--- config.mk ---
export PLATFORM = sky130hd
export DESIGN_NAME = error_log_writer
export DESIGN_NICKNAME = d
export VERILOG_FILES = /design/src/rtl/error_log_writer_pkg.sv /design/src/rtl/error_log_writer.sv
export SDC_FILE = /design/constraint.sdc
export NUM_CORES = 1
export LEC_CHECK = 0
export CAP_MARGIN = 5
export CORE_MARGIN = 2
export CORE_UTILIZATION = 46
export CTS_CLUSTER_DIAMETER = 80
export DETAILED_ROUTE_END_ITERATION = 10
export GPL_TIMING_DRIVEN = 0
export PLACE_DENSITY = 0.89
export SLEW_MARGIN = 5
export SYNTH_ARGS = -nofsm -noshare
export SYNTH_HDL_FRONTEND = slang
export SYNTH_SLANG_ARGS = --single-unit
export TNS_END_PERCENT = 5
--- constraint.sdc ---
create_clock -name clk_i -period 3.54 [get_ports clk_i]
set_input_delay 0.531 -clock clk_i [delete_from_list [all_inputs] [get_ports clk_i]]
set_output_delay 0.531 -clock clk_i [all_outputs]
set_load 0.01 [all_outputs]
--- src/rtl/error_log_writer_pkg.sv ---
// Shared types and constants for the error log writer.
package error_log_writer_pkg;

    // Record drain sequence: wait for a record, write low word, write high word, publish.
    typedef enum logic [1:0] {
        ST_IDLE   = 2'd0,
        ST_WR_LO  = 2'd1,
        ST_WR_HI  = 2'd2,
        ST_COMMIT = 2'd3
    } state_e;

    localparam int REC_W  = 64;
    localparam int WORD_W = 32;
    localparam int DROP_W = 16;

    localparam logic [DROP_W-1:0] DROP_MAX = {DROP_W{1'b1}};

    // Saturating increment for the dropped-record counter.
    function automatic logic [DROP_W-1:0] drop_inc(input logic [DROP_W-1:0] cnt);
        return (cnt == DROP_MAX) ? cnt : cnt + DROP_W'(1);
    endfunction

endpackage

--- src/rtl/error_log_writer.sv ---
// Drains 64-bit error records from the core error FIFO into a software ring
// buffer as two 32-bit writes (low word first, high word last so the record is
// only complete once its type/flags word lands), tracks the write index,
// counts records dropped while the ring is full and raises a level interrupt.
module error_log_writer
    import error_log_writer_pkg::*;
#(
    parameter int LOG2 = 6
) (
    input  logic                clk_i,
    input  logic                rst_ni,
    input  logic                ena_i,
    input  logic [WORD_W-1:0]   base_i,
    input  logic [LOG2-1:0]     swrptr_i,
    input  logic                valid_i,
    input  logic [REC_W-1:0]    ecd_i,
    output logic                erd_o,
    output logic                mem_req_o,
    input  logic                mem_ack_i,
    output logic [WORD_W-1:0]   mem_addr_o,
    output logic [WORD_W-1:0]   mem_do_o,
    output logic [LOG2-1:0]     wptr_o,
    output logic [DROP_W-1:0]   dropcnt_o,
    output logic                intr_o,
    input  logic                intack_i
);

    state_e              state_q, state_d;
    logic [REC_W-1:0]    rec_q, rec_d;
    logic [LOG2-1:0]     wptr_q, wptr_d;
    logic [DROP_W-1:0]   drop_q, drop_d;
    logic                intr_q, intr_d;

    logic [LOG2-1:0]     wptr_inc;
    logic                ring_full;
    logic [WORD_W-1:0]   slot_off;

    // One slot always stays empty, so full means the next index reaches software's read index.
    assign wptr_inc  = wptr_q + LOG2'(1);
    assign ring_full = (wptr_inc == swrptr_i);
    assign slot_off  = {{(WORD_W-LOG2-3){1'b0}}, wptr_q, 3'b000};

    assign erd_o     = (state_q == ST_IDLE) & ena_i & valid_i;
    assign wptr_o    = wptr_q;
    assign dropcnt_o = drop_q;
    assign intr_o    = intr_q;

    // Memory write decode: address and data follow state, so they hold while waiting for ack.
    always_comb begin
        mem_req_o  = 1'b0;
        mem_addr_o = '0;
        mem_do_o   = '0;
        case (state_q)
            ST_WR_LO: begin
                mem_req_o  = 1'b1;
                mem_addr_o = base_i + slot_off;
                mem_do_o   = rec_q[WORD_W-1:0];
            end
            ST_WR_HI: begin
                mem_req_o  = 1'b1;
                mem_addr_o = base_i + (slot_off | 32'h4);
                mem_do_o   = rec_q[REC_W-1:WORD_W];
            end
            default: ;
        endcase
    end

    // Next-state logic for the drain sequence, index, drop counter and interrupt.
    always_comb begin
        state_d = state_q;
        rec_d   = rec_q;
        wptr_d  = wptr_q;
        drop_d  = drop_q;
        intr_d  = intr_q;

        if (intack_i) begin
            intr_d = 1'b0;
        end

        case (state_q)
            ST_IDLE: begin
                if (erd_o) begin
                    if (ring_full) begin
                        drop_d = drop_inc(drop_q);
                    end else begin
                        rec_d   = ecd_i;
                        state_d = ST_WR_LO;
                    end
                end
            end
            ST_WR_LO: begin
                if (mem_ack_i) begin
                    state_d = ST_WR_HI;
                end
            end
            ST_WR_HI: begin
                if (mem_ack_i) begin
                    state_d = ST_COMMIT;
                end
            end
            ST_COMMIT: begin
                wptr_d  = wptr_inc;
                intr_d  = 1'b1;   // a new commit outranks a simultaneous acknowledge
                state_d = ST_IDLE;
            end
            default: state_d = ST_IDLE;
        endcase
    end

    // State and data registers; reset abandons any partial record.
    always_ff @(posedge clk_i or negedge rst_ni) begin
        if (!rst_ni) begin
            state_q <= ST_IDLE;
            rec_q   <= '0;
            wptr_q  <= '0;
            drop_q  <= '0;
            intr_q  <= 1'b0;
        end else begin
            state_q <= state_d;
            rec_q   <= rec_d;
            wptr_q  <= wptr_d;
            drop_q  <= drop_d;
            intr_q  <= intr_d;
        end
    end

endmodule

=== After elaboration in Yosys (flattened, before gate mapping) ===
Index checks and enable logic that the tools add are counted.

* Register bits: 89
* Latch bits: 0
* Bits in writable memories: 0
* Memory bits (read-only): 0
* Input bits: 108
* Output and inout bits: 89
* Word-level logic and storage cells: 38
* Memories: 0

* $add $sub $neg: 4
* Multipliers: 0
* Divide/modulo/power cells: 0
* $lt $le $gt $ge: 0
* Equal/unequal tests: 9
* Shifts and indexed selects: 0
* Muxes and demuxes: 10
* Bitwise operators: 4
* Reduce and logical (&&, ||, !) cells: 6

{| class="wikitable"
|+ Operators with widths
! operator !! count
|-
| $pmux W32 S2 || 2
|-
| $add A32 B9 Y32 || 2
|-
| $add A16 B1 Y16 const B || 1
|-
| $eq A16 B16 Y1 const B || 1
|-
| $mux W2 || 4
|-
| $ne A2 B2 Y1 const B || 4
|-
| $pmux W2 S4 || 1
|-
| $reduce_and A4 Y1 || 2
|-
| $add A6 B1 Y6 const B || 1
|-
| $eq A6 B6 Y1 || 1
|-
| $eq A2 B2 Y1 const B || 2
|-
| $mux W1 || 3
|-
| $reduce_and A3 Y1 || 1
|-
| $and A1 B1 Y1 || 2
|-
| $eq A2 B1 Y1 const B || 1
|-
| $logic_not A2 Y1 || 1
|-
| $not A1 Y1 || 2
|-
| $reduce_bool A2 Y1 || 1
|-
| $reduce_or A2 Y1 || 1
|}

=== Longest topological paths before layout ===
Gate-level depths: netlist (run 1).

* Depth after elaboration: 5
* Mapped depth: 9
* Mapped depth without buffers: 8

=== Least setup slack after synthesis (run 1) ===
Ideal clock, no wire load.

* Kind: input to output
* Start: input port base_i[3]
* End: output port mem_addr_o[27]
* Data arrival time: 2374 ps
* Required time: 3009 ps
* Path slack: 635 ps
* Stages: 7
* Buffers on the path: 0
* Path through: ha_1 > fa_1 > a21o_1 > a221o_1 > nand2_1 > o21ai_0 > a311oi_1

* Cells in the longest elaborated chain, start to end: 2
* Elaborated cells on any way between the ends: 3
* Those cells by class: add/sub: 2; mux: 1

{| class="wikitable"
|+ Ends and longest elaborated chain
! item !! line !! RTL
|-
| start: declaration || error_log_writer.sv:13 || <nowiki>input logic [WORD_W-1:0] base_i,</nowiki>
|-
| $add A32 B9 Y32 (on tied branches) || error_log_writer.sv:61, error_log_writer.sv:56 ||
|-
| $pmux W32 S2 (*) || error_log_writer.sv:53 || <nowiki>case (state_q)</nowiki>
|-
| end: declaration || error_log_writer.sv:20 || <nowiki>output logic [WORD_W-1:0] mem_addr_o,</nowiki>
|}

Mark *: on every way between the ends. The rest lies on a longest branch, timed or not.

=== Final worst setup path (run 1) ===
* Start: input port base_i[7]
* End: output port mem_addr_o[26]

The elaborated chain is that of the path after synthesis.

==> results of run 1 <==
[path summary, 6_finish.rpt]
check	from	cells past startpoint	end	slack (ns)
worst min register to register	intr_o$_DFFE_PN0P_	1	intr_o$_DFFE_PN0P_	0.48
max in group asynchronous	rst_ni	2	wptr_o[0]$_DFFE_PN0P_	2.76
worst min-delay path	rst_ni	1	dropcnt_o[15]$_DFFE_PN0P_	0.13
worst max-delay path	base_i[7]	10	mem_addr_o[26]	-0.11
worst max register to register	wptr_o[1]$_DFFE_PN0P_	9	dropcnt_o[8]$_DFFE_PN0P_	1.02
min in group clk_i	intr_o$_DFFE_PN0P_	1	intr_o$_DFFE_PN0P_	0.48
[cells by family after synthesis]
group / after synthesis / synth area share (%)
AO/OA/AOI/OAI: 167 / 19.2
AND/OR/NAND/NOR: 181 / 16.1
buffers and inverters: 53 / 4.44
adder cells (fa/ha/maj): 14 / 3.34
flip-flops: 89 / 39.1
XOR/XNOR: 30 / 4.61
multiplexers: 67 / 13.2
[stage by stage]
stage	hold slack (ns)	cells	TNS (ns)	area [µm²]	setup WS [ns]
after global placement	0.462	961	-125.49	7830	-1.33
after floorplan	0.235	601	0	5700	0.635
after detailed placement	0.469	962	-7.76	7850	-0.564
after CTS	0.133	980	-0.937	8330	-0.203
final	0.131	979	-0.245	8410	-0.110
after global routing	0.152	979	-2.39	8410	-0.214
[cells in the mapped netlist, types with 2 or more instances]
library cell	number	area share (%)
dfrtp_1	89	39
mux2_2	66	13
nor2_1	57	3.8
a22oi_1	38	5.0
o21ai_0	36	3.2
a21oi_1	32	2.8
nand2_1	31	2.0
nand3_1	27	2.4
xnor2_1	24	3.7
clkbuf_1	22	1.4
and3_1	18	2.0
a31oi_1	16	1.8
nand4_1	15	1.6
inv_1	14	0.92
ha_1	12	2.6
o31ai_1	10	1.3
buf_2	9	0.79
a21o_1	7	0.92
and4_1	7	1.1
and2_1	6	0.66
xor2_1	6	0.92
buf_6	5	0.99
nand2b_1	4	0.44
o21a_1	4	0.53
a22o_1	3	0.46
nor2b_1	3	0.33
nor3_1	3	0.26
o211a_1	3	0.53
o211ai_1	3	0.40
a221o_1	2	0.35
a311oi_1	2	0.31
fa_1	2	0.70
nor4_2	2	0.44
[what timing repair did]
item                       CTS  global route
gates resized for setup     49            28
pin swaps                    8             3
setup endpoints to repair   63            60
setup buffers                4             0
[routing by layer]
metal | routed length (µm) | track usage [%] | up-vias
li1 | - | - | 2639
met1 | 7690 | 36.6 | 2783
met2 | 9180 | 48.0 | 353
met3 | 1650 | 5.75 | 65
met4 | 751 | 12.5 | 0
met5 | 0 | 0 | -
[where the power goes]
| part | internal, mW | leakage, nW | switching [mW] | total (mW) |
|---|---|---|---|---|
| combinational | 1.85 | 2.27 | 1.99 | 3.84 |
| sequential | 1.45 | 1.10 | 0.312 | 1.76 |
| clock | 0.712 | 0.173 | 0.404 | 1.12 |
[registers in the layout, summed over array words and instances (netlist names)]
signal     count
rec_q         64
intr_o         1
dropcnt_o     16
state_q        2
wptr_o         6
[cell type report]
| type | instances | area (µm²) | share of cell area, % |
|---|---|---|---|
| multi-input cells | 459 | 3380 | 40.3 |
| flip-flops and latches | 89 | 2230 | 26.5 |
| repair buffers | 197 | 1980 | 23.5 |
| clock buffers | 10 | 239 | 2.84 |
| well taps | 168 | 210 | 2.50 |
| plain buffers | 36 | 203 | 2.41 |
| clock inverters | 6 | 113 | 1.34 |
| inverters | 14 | 52.6 | 0.625 |
==> metrics.txt, run 1 <==
run status=finished, violations left; violations in the final reports=setup timing; maximum fanout encountered on the critical timing path=10; clock tree skew after final layout=0.00766 ns; placer's final routability congestion estimate=0.963; worst-skew pair later-pin latency=0.34 ns; part of the cycle the worst path needs=103%; pin count of the biggest net entering global routing=61; Detail Route Antenna Nets=0; worst voltage drop across the vdd grid=0.618 mV; count of warnings emitted by yosys=0; highest-count cells in the layout ignoring fill and taps=clkdlybuf4s50_1, dfrtp_1, mux2_2; growth of design area from synthesis to finish=47.6%; critical-path cell list=clkdlybuf4s50_1 -> ha_1 -> buf_4 -> a21o_1 -> a21oi_2 -> o21ai_1 -> a21oi_1 -> o31ai_1 -> o31ai_1 -> clkdlybuf4s50_1; Remaining DRCs=0; total congestion overflow=0; share of synthesized area occupied by flip-flops and latches=39.1%; syn_nets=723; Root Driver=clkbuf_16; Critical Path Max Stage Delay=0.60 ns; setup repair after global routing missed its margin=true; minimum clock period=3.65 ns; Detailed Routing Iterations Pass 1=5; Overall Global Routing Usage=28.8%; Hold WC Path Type=primary input to asynchronous set/reset pin; final slew viol count=0; CTS clk-pin slew, worst paths=0.07 ns; leading cell type in the layout, fill and taps excluded=clkdlybuf4s50_1; chip width=115 µm; Die Footprint=13300 µm²; leading register cell type out of synthesis=dfrtp_1; post-synthesis cell area=5700 µm²; Post-Syn Instances=601; PD cells=799 nW/µm²; Worst Path Class, Setup=primary input to output pin; DR iter-0 viols=741; Distinct cells, synth=56; number of synthesized register bits=89; total wirelength of the detailed-routed design=19300 µm; # port buffers=192; global-route wire length before repair=30000 µm; post-route setup slack=-0.110 ns; number of hold violations in the final report=0; Starting Density=47.2%; number of buffer and inverter stages on the critical path=3; number of sinks driven by the clock tree=89; peak clock frequency supported by timing=274 MHz; setup-violating endpoint count in the final report=6; n_diodes=0; total power of the final layout=6.71 mW; CTS tree=built; layout cell share with drive strength beyond 1=18.0%; required time reported for the critical path endpoint=3.01 ns; final-stage net count=928; number of violations of the max-capacitance limit=0; TritonCTS Buffers=9; Slew @ Worst Pin=0.601 ns; total core area=12100 µm²; Placement Rows=40; arrival time reported for the critical path endpoint=3.12 ns; EDFF count, synth=0; average wire per cell in the routed design=19.7 µm; kind of start point of the critical path=primary input; Static Leakage=3.54 nW; Critical-path top delay cell=clkdlybuf4s50_1; number of antenna violations at the first check in global routing=0; number of filler instances in the final layout=895; via count of the first global-routing pass=5699; syn avg cell area=9.48 µm²; HPWL after DPL=13900 µm; CTS Hold Buffers Added=0; number of vias per cell after detailed routing=5.97; Max-slew headroom=60.0%; Final Core Density=69.7%; ports placed on the boundary=197; CP delay by family, top=buffers and inverters; H-tree lvl count=3; Worst setup EP type=output pin; height of the die=115 µm; largest buffer count on any clock path=2; vias=5840; fraction of registers with async set or reset after synthesis=100%
No activity file was read; power rests on OpenSTA's default activity.
==> run 2, diff against run 1 <==
- CAP_MARGIN: 5 -> not set
- GPL_ROUTABILITY_DRIVEN: not set -> 0
==> metrics.txt, run 2 (synthesis results as in run 1) <==
run status=finished, violations left; violations in the final reports=setup timing; highest-count cells in the layout ignoring fill and taps=clkdlybuf4s50_1, dfrtp_1, mux2_2; Worst setup EP type=output pin; Starting Density=47.2% (unchanged); setup repair after global routing missed its margin=true; total wirelength of the detailed-routed design=19200 µm (-0.43%); number of hold violations in the final report=0 (unchanged); TritonCTS Buffers=9 (unchanged); Hold WC Path Type=primary input to asynchronous set/reset pin; final-stage net count=934 (+0.65%); total internal power=3.87 mW (-3.6%); area taken by flip-flops and latches=2230 µm² (unchanged); H-tree lvl count=3 (unchanged); Detailed Routing Iterations Pass 1=6 (+1); number of violations of the max-capacitance limit=0 (unchanged); largest buffer count on any clock path=2 (unchanged); number of sinks driven by the clock tree=89 (unchanged); n_diodes=0 (unchanged); worst hold slack after final layout=0.0813 ns (-0.0501 ns); startpoint of the worst setup timing path=base_i[2]; height of the die=115 µm (unchanged); Overall Global Routing Usage=28.8% (-0.050 points); required time reported for the critical path endpoint=3.01 ns (about the same); Detail Route Antenna Nets=0 (unchanged); number of vias per cell after detailed routing=5.95 (-0.23%); ports placed on the boundary=197 (unchanged); arrival time reported for the critical path endpoint=3.11 ns (about the same); CTS clk-pin slew, worst paths=0.07 ns (about the same); worst-skew pair later-pin latency=0.34 ns (about the same); CTS Hold Buffers Added=0 (unchanged); worst voltage drop across the vdd grid=0.596 mV (-3.6%); number of filler instances in the final layout=904 (+1.0%); FF-to-FF Start=wptr_o[1]$_DFFE_PN0P_; Post-Route Setup TNS=-0.287 ns (-0.0419 ns); largest register by flop count=rec_q; Root Driver=clkbuf_16; final slew viol count=0 (unchanged); total congestion overflow=0 (unchanged); Worst Path Class, Setup=primary input to output pin; Remaining DRCs=0 (unchanged); number of antenna violations at the first check in global routing=0 (unchanged); register share of total power=26.6% (+0.4 points); Slew @ Worst Pin=0.644 ns (+0.0430 ns); growth of design area from synthesis to finish=47.0%; chip width=115 µm (unchanged); global-route wire length before repair=29900 µm (-0.30%); minimum clock period=3.64 ns (-0.0114 ns); via count of the first global-routing pass=5856 (+2.8%); Max-slew headroom=57.1% (-2.9 points); Die Footprint=13300 µm² (unchanged); part of the cycle the worst path needs=103% (-0.32 points); DR iter-0 viols=772 (+4.2%); area used by multi-input combinational logic=3360 µm² (-0.70%); average wire per cell in the routed design=19.5 µm (-1.0%); pin count of the biggest net entering global routing=69 (+13%); layout cell share with drive strength beyond 1=18.4% (+0.36 points); peak clock frequency supported by timing=275 MHz (+0.31%); PD cells=787 nW/µm² (-1.5%); HPWL after DPL=13900 µm (-0.30%); Switch Pwr=2.72 mW (+0.66%); Static Leakage=3.55 nW (+0.36%); post-route setup slack=-0.0986 ns (+0.0114 ns); total core area=12100 µm² (unchanged); Placement Rows=40 (unchanged); switching power as a share of total power=41.3% (+1.0 points); clock tree skew after final layout=0.00775 ns (+0.0000896 ns); vias=5862 (+0.38%); leading cell type in the layout, fill and taps excluded=clkdlybuf4s50_1; power share of the clock group=14.9% (-1.7 points); maximum fanout encountered on the critical timing path=5 (-5); setup-violating endpoint count in the final report=6 (unchanged); combinational cell fraction of total power=58.5% (+1.3 points); Largest register FFs=64 (unchanged); CTS tree=built; # port buffers=192 (unchanged); kind of start point of the critical path=primary input
run 2: changes by cell type in the layout (fill, tap and decap cells not counted), moves of 2 or more:
cell            previous run  this run
a21oi_4                    0         2
buf_2                      5         8
buf_4                      7        10
bufinv_16                  3         1
clkbuf_2                  11        13
clkinv_2                   1         3
dlymetal6s2s_1             7         5
ha_1                       8        11
ha_4                       3         0
run 2: final cells by class:
cell class,instances,area share [%]
plain buffers,39,2.60
clock buffers,11,3.02
clock inverters,5,0.643
inverters,14,0.628
multi-input cells,459,40.1
flip-flops and latches,89,26.6
well taps,168,2.51
repair buffers,200,23.8
run 2: worst max-delay path, stage by stage:
cell,delay [ns]
clkdlybuf4s50_1,0.51
fa_2,0.46
a21o_1,0.23
a21oi_4,0.21
o21ai_2,0.12
a22oi_1,0.25
nor2_1,0.08
o211a_1,0.24
clkdlybuf4s50_1,0.48
run 2: stage by stage:
step	utilization [%]	cell area (µm²)	power, mW	cells	worst slack, ns
2_1_floorplan	-	5700	3.81	601	0.635
3_3_place_gp	64.9	7830	5.30	961	-1.31
3_5_place_dp	65.1	7850	5.41	962	-0.559
6_report	69.4	8370	6.59	985	-0.0986
5_1_grt	69.4	8370	7.00	985	-0.190
4_1_cts	69.0	8320	6.54	984	-0.0814
run 2: worst paths after layout:
path	endpoint	depth (start not counted)	slack [ns]
worst min-delay path	dropcnt_o[13]$_DFFE_PN0P_	1	0.08
worst max-delay path	mem_addr_o[30]	9	-0.1
worst min register to register	intr_o$_DFFE_PN0P_	1	0.48
max in group asynchronous	wptr_o[0]$_DFFE_PN0P_	2	2.80
min in group clk_i	intr_o$_DFFE_PN0P_	1	0.48
worst max register to register	dropcnt_o[8]$_DFFE_PN0P_	9	0.95
run 2: metal layers:
metal	vias to the layer above	routed length, µm	GRT usage [%]
li1	2658	-	-
met1	2800	7460	35.1
met3	67	1750	6.59
met2	337	9250	48.9
met4	0	734	12.5
met5	-	0	0
run 2: power by group through the flow:
stage	logic [mW]	registers (mW)	clock network, mW
after global placement	3.57	1.73	0
after global routing	4.15	1.81	1.04
after detailed placement	3.66	1.76	0
after floorplan	2.13	1.68	0
after CTS	3.80	1.75	0.990
final	3.86	1.75	0.979
run 2: what timing repair did:
action / in CTS / in global routing
setup endpoints to repair: 62 / 50
endpoints found under the hold margin: 0 / 0
buffers inserted: 6 / 1
pin swaps: 9 / 5
gates resized for setup: 61 / 18
==> run 3, diff against run 2 <==
- RECOVER_POWER: not set -> 100
==> metrics.txt, run 3 (synthesis results as in run 1) <==
path depth of the worst reg2reg path=8 (-1); met3 wirelength from detailed routing=1820 µm (+4.1%); via count of the first global-routing pass=5856 (unchanged); Starting Density=47.2% (unchanged); highest-count cells in the layout ignoring fill and taps=clkdlybuf4s50_1, dfrtp_1, mux2_2; largest register by flop count=rec_q; CTS tree=built; # port buffers=192 (unchanged); power share of the clock group=14.9% (about the same); Detail Route Antenna Nets=0 (unchanged); pin count of the biggest net entering global routing=69 (unchanged); Static Leakage=3.55 nW (about the same); CTS Hold Buffers Added=0 (unchanged); Switch Pwr=2.72 mW (about the same); largest buffer count on any clock path=2 (unchanged); area used by multi-input combinational logic=3360 µm² (about the same); PD cells=789 nW/µm² (+0.29%); final slew viol count=69 (+69); average wire per cell in the routed design=19.5 µm (about the same); met2 wire len=9350 µm (+1.1%); post-route setup slack=-0.0962 ns (+0.00244 ns); r2r endpoint=rec_q[33]$_DFFE_PN0P_; combinational cell fraction of total power=58.4% (about the same); Worst setup EP type=output pin; layout cell share with drive strength beyond 1=16.8% (-1.6 points); placed insts=962 (unchanged); DR iter-0 viols=811 (+5.1%); number of violations of the max-capacitance limit=1 (+1); Hold WC Path Type=primary input to asynchronous set/reset pin; H-tree lvl count=3 (unchanged); number of antenna violations at the first check in global routing=0 (unchanged); required time reported for the critical path endpoint=3.01 ns (about the same); count of non-filler cells in the finished layout=985 (unchanged); global-route wire length before repair=29900 µm (unchanged); CTS clk-pin slew, worst paths=0.07 ns (about the same); clock tree skew after final layout=0.00868 ns (+0.000924 ns); total wirelength of the detailed-routed design=19200 µm (about the same); TritonCTS Buffers=9 (unchanged); final-stage net count=934 (unchanged); Largest register FFs=64 (unchanged); leading cell type in the layout, fill and taps excluded=clkdlybuf4s50_1; minimum clock period=3.64 ns (-0.00244 ns); Root Driver=clkbuf_16; total power of the final layout=6.54 mW (-0.73%); setup-violating endpoint count in the final report=7 (+1); switching power as a share of total power=41.6% (+0.30 points); maximum fanout encountered on the critical timing path=5 (unchanged); top layer used by detailed routing=met4; vias=5902 (+0.68%); number of vias per cell after detailed routing=5.99 (+0.68%); Die Footprint=13300 µm² (unchanged); growth of design area from synthesis to finish=45.5%; arrival time reported for the critical path endpoint=3.11 ns (about the same); Detailed Routing Iterations Pass 1=7 (+1); worst setup slack for register-to-register paths=0.50 ns (-0.45 ns); number of sinks driven by the clock tree=89 (unchanged); chip width=115 µm (unchanged); number of filler instances in the final layout=921 (+1.9%); Max-slew headroom=-14.5% (-72 points); Post-Route Setup TNS=-0.293 ns (-0.00664 ns); worst setup path end=mem_addr_o[30]; register share of total power=26.8% (+0.2 points); Remaining DRCs=0 (unchanged); total congestion overflow=0 (unchanged); total core area=12100 µm² (unchanged); Overall Global Routing Usage=28.8% (unchanged); Placement Rows=40 (unchanged); n_diodes=0 (unchanged); peak clock frequency supported by timing=275 MHz (about the same); height of the die=115 µm (unchanged); number of hold violations in the final report=0 (unchanged); FF-to-FF Start=wptr_o[0]$_DFFE_PN0P_; ports placed on the boundary=197 (unchanged); worst-skew pair later-pin latency=0.34 ns (about the same); violations in the final reports=capacitance limit, slew limit, setup timing; worst voltage drop across the vdd grid=0.594 mV (-0.36%); area taken by flip-flops and latches=2230 µm² (about the same); wire length the detailed router placed on met1=7270 µm (-2.6%); part of the cycle the worst path needs=103% (about the same); total internal power=3.82 mW (-1.2%); Slew @ Worst Pin=1.72 ns (+1.07 ns); setup repair after global routing missed its margin=true; run status=finished, violations left; kind of start point of the critical path=primary input; startpoint of the worst setup timing path=base_i[2]; HPWL after DPL=13900 µm (unchanged); Worst Path Class, Setup=primary input to output pin
[run 3: final cells by class]
type,count,area share [%]
inverters,14,0.634
well taps,168,2.54
repair buffers,200,23.7
flip-flops and latches,89,26.9
multi-input cells,459,40.5
plain buffers,39,2.07
clock buffers,11,3.05
clock inverters,5,0.649
[run 3: per-stage QoR]
step	utilization, %	setup slack, ns	hold WS [ns]	instance area, µm²
detailed placement	65.1	-0.559	0.443	7850
floorplan	-	0.635	0.235	5700
global route	68.7	-0.190	0.470	8290
global placement	64.9	-1.31	0.463	7830
finish	68.7	-0.0962	0.409	8290
CTS	69.0	-0.0814	0.0849	8320
[run 3: worst max-delay path, stage by stage]
cell and delay, ns:
clkdlybuf4s50_1 0.50, fa_2 0.47, a21o_1 0.23, a21oi_4 0.21
o21ai_2 0.12, a22oi_1 0.25, nor2_1 0.08, o211a_1 0.24
clkdlybuf4s50_1 0.48
[run 3: power by group through the flow]
stage	Sequential, mW	Clock, mW	Combinational, mW
6_report	1.75	0.973	3.82
4_1_cts	1.75	0.990	3.80
3_5_place_dp	1.76	0	3.66
3_3_place_gp	1.73	0	3.57
2_1_floorplan	1.68	0	2.13
5_1_grt	1.81	1.04	4.10
[run 3: worst min path at each step]
| stage | start | end | slack (ns) | cells after the start |
|---|---|---|---|---|
| after detailed placement | rst_ni | dropcnt_o[0]$_DFFE_PN0P_ | 0.44 | 1 |
| after global placement | intr_o$_DFFE_PN0P_ | intr_o$_DFFE_PN0P_ | 0.46 | 1 |
| after global routing | rst_ni | dropcnt_o[13]$_DFFE_PN0P_ | 0.47 | 1 |
| after CTS | rst_ni | dropcnt_o[0]$_DFFE_PN0P_ | 0.08 | 1 |
| final | rst_ni | dropcnt_o[13]$_DFFE_PN0P_ | 0.41 | 1 |
| after floorplan | rst_ni | dropcnt_o[0]$_DFFE_PN0P_ | 0.24 | 0 |
[run 3: what timing repair did]
action	4_1_cts	5_1_grt
pin swaps	9	5
setup endpoints to repair	62	50
gates cloned	0	0
resized for setup	61	18
buffers inserted	6	1
[run 3: metal layers]
layer	vias to the layer above	track usage [%]
met5	-	0
met4	0	12.5
met3	69	6.59
met2	376	48.9
met1	2809	35.1
li1	2648	-
==> RTL edit: new RTL, flow settings as in run 1 <==
Make the reset (`rst_ni`) synchronous in one clocked block.
--- a/src/rtl/error_log_writer.sv
+++ b/src/rtl/error_log_writer.sv
@@ -109,5 +109,5 @@
 
     // State and data registers; reset abandons any partial record.
-    always_ff @(posedge clk_i or negedge rst_ni) begin
+    always_ff @(posedge clk_i) begin
         if (!rst_ni) begin
             state_q <= ST_IDLE;
Behaviour: differs if rst_ni is asserted again (counterexample within 4 cycles, from zero or initial values and one cycle with rst_ni low); with rst_ni held inactive, the same outputs for 4 cycles.
==> RTL edit against run 1 <==
The run still ends with setup timing left; via count is 5.6% higher; synthesized area is 0.55% lower; non-clock buffer count is 14 higher; sequential cell count stayed put; core utilization is 0.26 points lower; final area is 0.79% lower; routed wire length is 0.28% higher; setup slack better by 52 ps; critical path type unchanged; critical path depth is 1 higher.
Power is not compared: it rests on default switching activity, and its combinational part moved more than twofold at a synthesized area within 25%.
==> RTL edit: results (changes against run 1) <==
status finished, violations left (unchanged); failing checks setup timing (unchanged); WL met3 1.62 mm (was 1.65 mm); Post-CTS Resized 62 (was 49); Setup Skew 9.94 ps (was 7.66 ps); Clock Network Area Fraction 0.0418 (about the same); layout clock buffer count 9 (was 10); placed cell count 1,040 (was 962); Commonest cells post-synth dfxtp_1 (89), mux2i_1 (75), nor2b_1 (69) (was dfrtp_1 (89), mux2_2 (66), nor2_1 (57)); Reg2Reg Launch Point wptr_o[0]$_SDFFE_PN0P_ (was wptr_o[1]$_DFFE_PN0P_); Synth Area in XOR/XNOR 0.0263 (was 0.0461); Post-synth ARST share 0 (was 1.00); r2r worst-path depth 8 (was 9); metal1 wirelength 8.11 mm (was 7.69 mm); Post-DP Area 7800 µm² (was 7850 µm²); final worst slack -57.7 ps (was -110 ps); post-synthesis cell count 698 (was 601); Layout Cells excl Fill 1,062 (was 979); count of different cell masters after synthesis 59 (was 56); Vias 6,168 (was 5,840); reg2reg end state_q[0]$_SDFFE_PN0P_ (was dropcnt_o[8]$_DFFE_PN0P_); pre-CTS setup slack -981 ps (was -564 ps); non-clock buffer area fraction after layout 0.263 (was 0.259); Tot GR Track Use 0.291 (was 0.288); Fillers 955 (was 895); Setup Viol. Count Final 2 (was 6); register area 1780 µm² (was 2230 µm²); M2 GR Usage 0.495 (was 0.480); TNS Setup -92.1 ps (was -245 ps); met3 usage 0.0791 (was 0.0575); fraction of layout instances using a drive strength above 1 0.0787 (was 0.180); reg2reg setup slack 880 ps (was 1020 ps); per-cell routed wire length 18.2 µm (was 19.7 µm); largest net degree at the start of global routing 17 (was 61); inverters 8 (was 14); first-pass GRT wire length 30.7 mm (was 30.0 mm); Hold Crit Class reg -> reg (was in -> async)
[RTL edit: worst max path at each step]
| stage | cells after the start | to | from | slack (ps) |
|---|---|---|---|---|
| 2_1_floorplan | 8 | mem_addr_o[27] | base_i[3] | 470 |
| 3_3_place_gp | 10 | mem_addr_o[27] | base_i[3] | -980 |
| 3_5_place_dp | 10 | mem_addr_o[27] | base_i[3] | -980 |
| 4_1_cts | 10 | mem_addr_o[24] | base_i[4] | -190 |
| 5_1_grt | 7 | mem_addr_o[7] | state_q[0]$_SDFFE_PN0P_ | -140 |
| 6_report | 11 | mem_addr_o[20] | base_i[5] | -60 |
[RTL edit: power breakdown]
| part | internal, mW | leakage (nW) | total, mW | switching, mW |
|---|---|---|---|---|
| Sequential | 1.09 | 0.724 | 1.15 | 0.0564 |
| Clock | 0.696 | 0.167 | 1.11 | 0.414 |
| Combinational | 0.591 | 2.44 | 1.48 | 0.886 |
| Total | 2.38 | 3.33 | 3.73 | 1.36 |
